## src/rtl/me_curr_feeder_if.sv

```systemverilog
// Bus bundle between the current-block feeder, the current-frame word buffer and the PE chain head.
// The master side drives requests and buffer read data; the slave side is the feeder itself.
interface me_curr_feeder_if #(
    parameter int PIXEL = 8,
    parameter int AW    = 10
);
    logic                 start;
    logic [AW-1:0]        base_a;
    logic [AW-1:0]        base_b;
    logic                 hold;
    logic                 mem_rd_en;
    logic [AW-1:0]        mem_addr;
    logic [2*PIXEL-1:0]   mem_rdata;
    logic [PIXEL-1:0]     out_curr1;
    logic [PIXEL-1:0]     out_curr2;
    logic                 out_curr_enable;
    logic                 out_cb_select;
    logic                 busy;
    logic                 done;

    modport master (
        output start, base_a, base_b, hold, mem_rdata,
        input  mem_rd_en, mem_addr, out_curr1, out_curr2,
               out_curr_enable, out_cb_select, busy, done
    );

    modport slave (
        input  start, base_a, base_b, hold, mem_rdata,
        output mem_rd_en, mem_addr, out_curr1, out_curr2,
               out_curr_enable, out_cb_select, busy, done
    );
endinterface

```

## src/rtl/me_curr_feeder.sv

```systemverilog
// Streams bank A then bank B current-block pixel pairs, farthest PE first, into the PE shift chain.
// A one-entry skid absorbs the read that returns while the array is stalled.
module me_curr_feeder #(
    parameter int PIXEL = 8,
    parameter int NPE   = 16,
    parameter int AW    = 10
) (
    input  logic                clk,
    input  logic                rst_n,
    me_curr_feeder_if.slave     bus
);
    localparam int KW = (NPE > 1) ? $clog2(NPE) : 1;
    localparam logic [KW-1:0] K_LAST = KW'(NPE - 1);

    typedef enum logic [1:0] {
        S_IDLE,
        S_RUN_A,
        S_RUN_B,
        S_DRAIN
    } state_t;

    state_t               state_q;
    logic [KW-1:0]        k_q;
    logic [AW-1:0]        base_a_q;
    logic [AW-1:0]        base_b_q;
    logic [AW-1:0]        addr_q;
    logic                 pend_q;
    logic                 pend_tag_q;
    logic                 skid_full_q;
    logic                 skid_tag_q;
    logic [2*PIXEL-1:0]   skid_data_q;
    logic                 done_q;

    logic                 rd_en;
    logic [AW-1:0]        rd_addr;
    logic                 emit_skid;
    logic                 emit_direct;
    logic                 emit;
    logic [2*PIXEL-1:0]   emit_word;
    logic                 emit_tag;

    always_comb begin
        rd_en       = ((state_q == S_RUN_A) || (state_q == S_RUN_B)) && !bus.hold;
        rd_addr     = ((state_q == S_RUN_A) ? base_a_q : base_b_q) + AW'(k_q);
        // A full skid always drains before fresh data; the two never coexist.
        emit_skid   = skid_full_q && !bus.hold;
        emit_direct = pend_q && !bus.hold && !skid_full_q;
        emit        = emit_skid || emit_direct;
        emit_word   = '0;
        emit_tag    = 1'b0;
        if (emit_skid) begin
            emit_word = skid_data_q;
            emit_tag  = skid_tag_q;
        end else if (emit_direct) begin
            emit_word = bus.mem_rdata;
            emit_tag  = pend_tag_q;
        end
    end

    assign bus.mem_rd_en       = rd_en;
    assign bus.mem_addr        = rd_en ? rd_addr : addr_q;
    assign bus.out_curr_enable = emit;
    assign bus.out_curr1       = emit_word[PIXEL-1:0];
    assign bus.out_curr2       = emit_word[2*PIXEL-1:PIXEL];
    assign bus.out_cb_select   = emit_tag;
    assign bus.busy            = (state_q != S_IDLE);
    assign bus.done            = done_q;

    always_ff @(posedge clk or negedge rst_n) begin
        if (!rst_n) begin
            state_q     <= S_IDLE;
            k_q         <= '0;
            base_a_q    <= '0;
            base_b_q    <= '0;
            addr_q      <= '0;
            pend_q      <= 1'b0;
            pend_tag_q  <= 1'b0;
            skid_full_q <= 1'b0;
            skid_tag_q  <= 1'b0;
            skid_data_q <= '0;
            done_q      <= 1'b0;
        end else begin
            done_q <= 1'b0;
            pend_q <= rd_en;
            if (rd_en) begin
                pend_tag_q <= (state_q == S_RUN_A);
                addr_q     <= rd_addr;
            end

            if (pend_q && bus.hold) begin
                skid_full_q <= 1'b1;
                skid_data_q <= bus.mem_rdata;
                skid_tag_q  <= pend_tag_q;
            end else if (emit_skid) begin
                skid_full_q <= 1'b0;
            end

            case (state_q)
                S_IDLE: begin
                    if (bus.start) begin
                        base_a_q <= bus.base_a;
                        base_b_q <= bus.base_b;
                        k_q      <= K_LAST;
                        state_q  <= S_RUN_A;
                    end
                end
                S_RUN_A: begin
                    if (!bus.hold) begin
                        if (k_q == '0) begin
                            k_q     <= K_LAST;
                            state_q <= S_RUN_B;
                        end else begin
                            k_q <= k_q - KW'(1);
                        end
                    end
                end
                S_RUN_B: begin
                    if (!bus.hold) begin
                        if (k_q == '0) begin
                            state_q <= S_DRAIN;
                        end else begin
                            k_q <= k_q - KW'(1);
                        end
                    end
                end
                S_DRAIN: begin
                    // Only the final datum is outstanding here, so its emission ends the run.
                    if (emit) begin
                        state_q <= S_IDLE;
                        done_q  <= 1'b1;
                    end
                end
                default: state_q <= S_IDLE;
            endcase
        end
    end
endmodule

```

## src/flat_wrapper.sv

```systemverilog
// flat-port wrapper written by rule: the top's interface ports become plain ports
module me_curr_feeder_flat 
#(
    parameter int PIXEL = 8,
    parameter int NPE   = 16,
    parameter int AW    = 10
)
  (clk, rst_n, bus_start, bus_base_a, bus_base_b, bus_hold, bus_mem_rdata, bus_mem_rd_en, bus_mem_addr, bus_out_curr1, bus_out_curr2, bus_out_curr_enable, bus_out_cb_select, bus_busy, bus_done);
  me_curr_feeder_if #(.PIXEL(PIXEL), .AW(AW)) bus_i ();
  input  logic clk;
  input  logic rst_n;
  input wire logic [$bits(bus_i.start)-1:0] bus_start;
  input wire logic [$bits(bus_i.base_a)-1:0] bus_base_a;
  input wire logic [$bits(bus_i.base_b)-1:0] bus_base_b;
  input wire logic [$bits(bus_i.hold)-1:0] bus_hold;
  input wire logic [$bits(bus_i.mem_rdata)-1:0] bus_mem_rdata;
  output wire logic [$bits(bus_i.mem_rd_en)-1:0] bus_mem_rd_en;
  output wire logic [$bits(bus_i.mem_addr)-1:0] bus_mem_addr;
  output wire logic [$bits(bus_i.out_curr1)-1:0] bus_out_curr1;
  output wire logic [$bits(bus_i.out_curr2)-1:0] bus_out_curr2;
  output wire logic [$bits(bus_i.out_curr_enable)-1:0] bus_out_curr_enable;
  output wire logic [$bits(bus_i.out_cb_select)-1:0] bus_out_cb_select;
  output wire logic [$bits(bus_i.busy)-1:0] bus_busy;
  output wire logic [$bits(bus_i.done)-1:0] bus_done;
  assign bus_i.start = bus_start;
  assign bus_i.base_a = bus_base_a;
  assign bus_i.base_b = bus_base_b;
  assign bus_i.hold = bus_hold;
  assign bus_i.mem_rdata = bus_mem_rdata;
  assign bus_mem_rd_en = bus_i.mem_rd_en;
  assign bus_mem_addr = bus_i.mem_addr;
  assign bus_out_curr1 = bus_i.out_curr1;
  assign bus_out_curr2 = bus_i.out_curr2;
  assign bus_out_curr_enable = bus_i.out_curr_enable;
  assign bus_out_cb_select = bus_i.out_cb_select;
  assign bus_busy = bus_i.busy;
  assign bus_done = bus_i.done;
  me_curr_feeder #(.PIXEL(PIXEL), .NPE(NPE), .AW(AW)) u_core (.clk(clk), .rst_n(rst_n), .bus(bus_i));
endmodule
```

## config.mk

```make
export PLATFORM = sky130hd
export DESIGN_NAME = me_curr_feeder_flat
export DESIGN_NICKNAME = d
export VERILOG_FILES = /design/src/rtl/me_curr_feeder_if.sv /design/src/rtl/me_curr_feeder.sv /design/src/flat_wrapper.sv
export SDC_FILE = /design/constraint.sdc
export NUM_CORES = 1
export LEC_CHECK = 0
export ABC_AREA = 1
export BUFFER_PORTS_ARGS = -buffer_cell sky130_fd_sc_hd__buf_2
export CORE_MARGIN = 4
export CORE_UTILIZATION = 45
export CTS_CLUSTER_SIZE = 14
export DETAILED_ROUTE_END_ITERATION = 10
export PLACE_DENSITY = 0.79
export SLEW_MARGIN = 20
export SYNTH_ARGS = -nofsm -noshare
export SYNTH_HDL_FRONTEND = slang
export SYNTH_SLANG_ARGS = --single-unit
```

## constraint.sdc

```tcl
create_clock -name clk -period 5.05 [get_ports clk]
set_input_delay 0.505 -clock clk [delete_from_list [all_inputs] [get_ports clk]]
set_output_delay 0.505 -clock clk [all_outputs]
set_load 0.03 [all_outputs]
```

==> flow_summary_export.csv <==
group,metric,value,unit
outcome,status,"finished, final reports clean",
timing,layout_setup_ws,1.494,ns
detailed_routing,vias,2466,
cts,hold_buffers,0,
cts,ctsResizeCount,0,
synth,synthCells,339,
timing,fin_crit,3.556,ns
timing,maxSlewHeadroom,39.32,%
finish,drive_above_1_share,28.19,%
critical_path,worstPathRequired,4.55,ns
detailed_routing,remaining_drc_errors,0,
timing,timing.hold.ws,0.3292,ns
critical_path,critPathMaxFanout,15,
finish,instances_no_fill,490,
floorplanning,pin_count,71,
detailed_routing,final_antenna_net_count,0,
timing,fin_skew,0.01329,ns
place,dpl_cell_area,3286,um^2
cts,htreeDepth,3,
critical_path,worstReg2RegEnd,"u_core.addr_q[8]$_DFF_PN0_",
cts,cts_buffer_depth,2,
synth,synth.distinct_cells,26,
timing,setup_viol,0,
timing,slew_violations,0,
cts,cts_setup_buffers,0,
floorplanning,die-area,7762,um^2
synth,syn_avg_cell_area,8.518,um^2
floorplanning,row_count,28,
power,power_density,753.0,nW/um^2
critical_path,cp-start-kind,"flip-flop",
floorplanning,core-area,6061,um^2
cts,cts_inserted_buffers,9,
grt,antenna_found_initial,0,
detailed_routing,wl_per_cell,13.07,um
power,ir_drop,0.3114,mV
cts,clock-sinks,57,
critical_path,endpoint,"bus_mem_addr[6]",
critical_path,startpoint,"u_core.state_q[1]$_DFFE_PN0P_",
synth,yosysWarnings,0,
grt,grt_pass1_wl,11.37,mm
min_path,holdCritPathClass,"input port to async pin",
timing,period_share,70.42,%
finish,antennaDiodeCount,0,
finish,area_delta_synth_final,20.97,%
timing,grt_setup_unrepaired,"no",
finish,final_cell_area,3493,um^2
critical_path,cp.arrival,3.05,ns
timing,fmax,281.2,MHz
grt,grt_max_degree,58,
floorplanning,die_y,88.11,um
floorplanning,initial_core_util,47.65,%
detailed_routing,via_per_inst,5.033,
place,placedCellCount,474,
synth,syn_nets,390,
synth,syn-cell-area,2888,um^2
synth,ys_seq_area_share,49.39,%
place,gp_congestion,0.8105,
detailed_routing,wl,6.403,mm
grt,track_usage,18.42,%
floorplanning,die_w,88.11,um
place,portBuffers,70,
finish,nets,461,
critical_path,reg2regPathDepth,15,
timing,finalSetupTns,0,ns
place,place_ws,1.824,ns
synth,ys_ff_latch,57,
critical_path,r2r_slack,2.45,ns
power,p_leak,1.878,nW
cts,cts-root-buf,"clkbuf_8",
detailed_routing,drtIter0Drc,108,
grt,overflow,0,
cts,path_clk_slew,0.07,ns
timing,hold_violations,0,
critical_path,criticalPathCategory,"flip-flop to output pin",
critical_path,worstSetupEndpointType,"output pin",
critical_path,r2r-start,"u_core.state_q[1]$_DFFE_PN0P_",
cts,worstSkewPairLatency,0.32,ns
grt,grt_pass1_vias,2567,
timing,worst_pin_slew,0.9081,ns
place,place_hpwl,4.695,mm
cts,cts_tree,"yes",
flow_run,drv_cap,0,
detailed_routing,dr.pass1.iters,4,
## Yosys cell counts
cell type  number  area (um^2)
a21oi_1        10        50.05
a21oi_2         1        8.760
a22oi_1         2        15.01
a31oi_1         4        25.02
buf_2           4        20.02
buf_6           1        11.26
clkbuf_1        6        22.52
dfrtp_1        57         1426
fa_1            1        20.02
ha_1           10        125.1
inv_1          42        157.7
inv_2           4        15.01
mux2_2         16        180.2
nand2_1        87        326.6
nand2_2         6        37.54
nand3_1        14        70.07
nand3_2         1        10.01
nand4_1         2        12.51
nor2_1         14        52.55
nor2_2          4        25.02
nor3_1          1        5.000
o21ai_0        44        220.2
o21ai_1         4        20.02
o21bai_1        1        7.510
or2_0           1        6.260
xor2_1          2        17.52
## critical path, cell delays in order (launching register included)
cell and delay [ns]:
dfrtp_1 0.41, inv_1 0.12, ha_1 0.50, nand2_1 0.09, nand2_1 0.09, ha_1 0.16
inv_1 0.05, fa_1 0.35, inv_1 0.11, nand3_1 0.07, nand2_1 0.11, nand2_2 0.09
o21bai_1 0.12, o21ai_1 0.07, o21ai_1 0.16, buf_2 0.23
## per-layer routing
metal  routed length [um]  global-route usage (%)  vias to the layer above
li1                     -                       -                     1229
met1                 2843                   23.70                     1164
met2                 3193                   29.93                       59
met3                  228                   4.610                       14
met4                  137                   7.280                        0
met5                    0                       0                        -
## state kept, by name, indices dropped and copies added (netlist names), 2 cells and up
register and flops:
u_core.skid_data_q 16, u_core.base_b_q 10, u_core.addr_q 10, u_core.k_q 4, u_core.base_a_q 10, u_core.state_q 2
## logic make-up after synthesis
logic type      Yosys count  share of synthesized area, %
simple gates            130                         18.89
compound gates           66                         12.00
buf+inv                  57                         7.842
flops                    57                         49.39
mux                      16                         6.239
fa+ha+maj                11                         5.026
xor+xnor                  2                        0.6067
## placed cells by master, fill, tap and decap left out, types with 4 or more instances in the layout
cell type   n
nor2_2      4
nand3_1    14
inv_1      42
a21oi_1    10
a31oi_1     4
o21ai_1     4
dfrtp_1    57
buf_2      70
nor2_1     14
o21ai_0    44
nand2_1    87
mux2_2     16
nand2_2     6
ha_1       10
clkbuf_8   12
inv_2       4
## how the worst min path moves through the flow
stage | endpoint | slack [ns]
detailed placement | u_core.addr_q[0]$_DFF_PN0_ | 0.46
floorplan | u_core.addr_q[0]$_DFF_PN0_ | 0.21
CTS | u_core.skid_data_q[5]$_DFFE_PN0P_ | 0.35
global placement | u_core.addr_q[0]$_DFF_PN0_ | 0.45
global route | u_core.skid_data_q[11]$_DFFE_PN0P_ | 0.40
finish | u_core.skid_data_q[6]$_DFFE_PN0P_ | 0.33
## through the flow
stage	util, %	power [W]
final	57.64	0.002631
after CTS	57.64	0.002641
after detailed placement	54.21	0.002183
after global routing	57.64	0.002883
after floorplan	-	0.001839
after global placement	54.21	0.002126
## area by class of cell
| type | count | area [um^2] |
|---|---|---|
| well taps | 75 | 93.84 |
| flip-flops and latches | 57 | 1426 |
| inverters | 46 | 172.7 |
| fillers | 565 | 2567 |
| clock buffers | 14 | 172.7 |
| multi-input cells | 225 | 1235 |
| repair buffers | 71 | 357.8 |
| clock inverters | 2 | 35.03 |
## where the power goes
| part | total [W] | leakage, nW | internal (W) | switching [W] |
|---|---|---|---|---|
| clock | 0.000437 | 0.107 | 0.000268 | 0.000168 |
| combinational | 0.00140 | 1.09 | 0.000453 | 0.000948 |
| sequential | 0.000793 | 0.685 | 0.000682 | 0.000111 |
| total | 0.00263 | 1.88 | 0.00140 | 0.00123 |
Note: power is estimated with default switching activity, not from simulation.
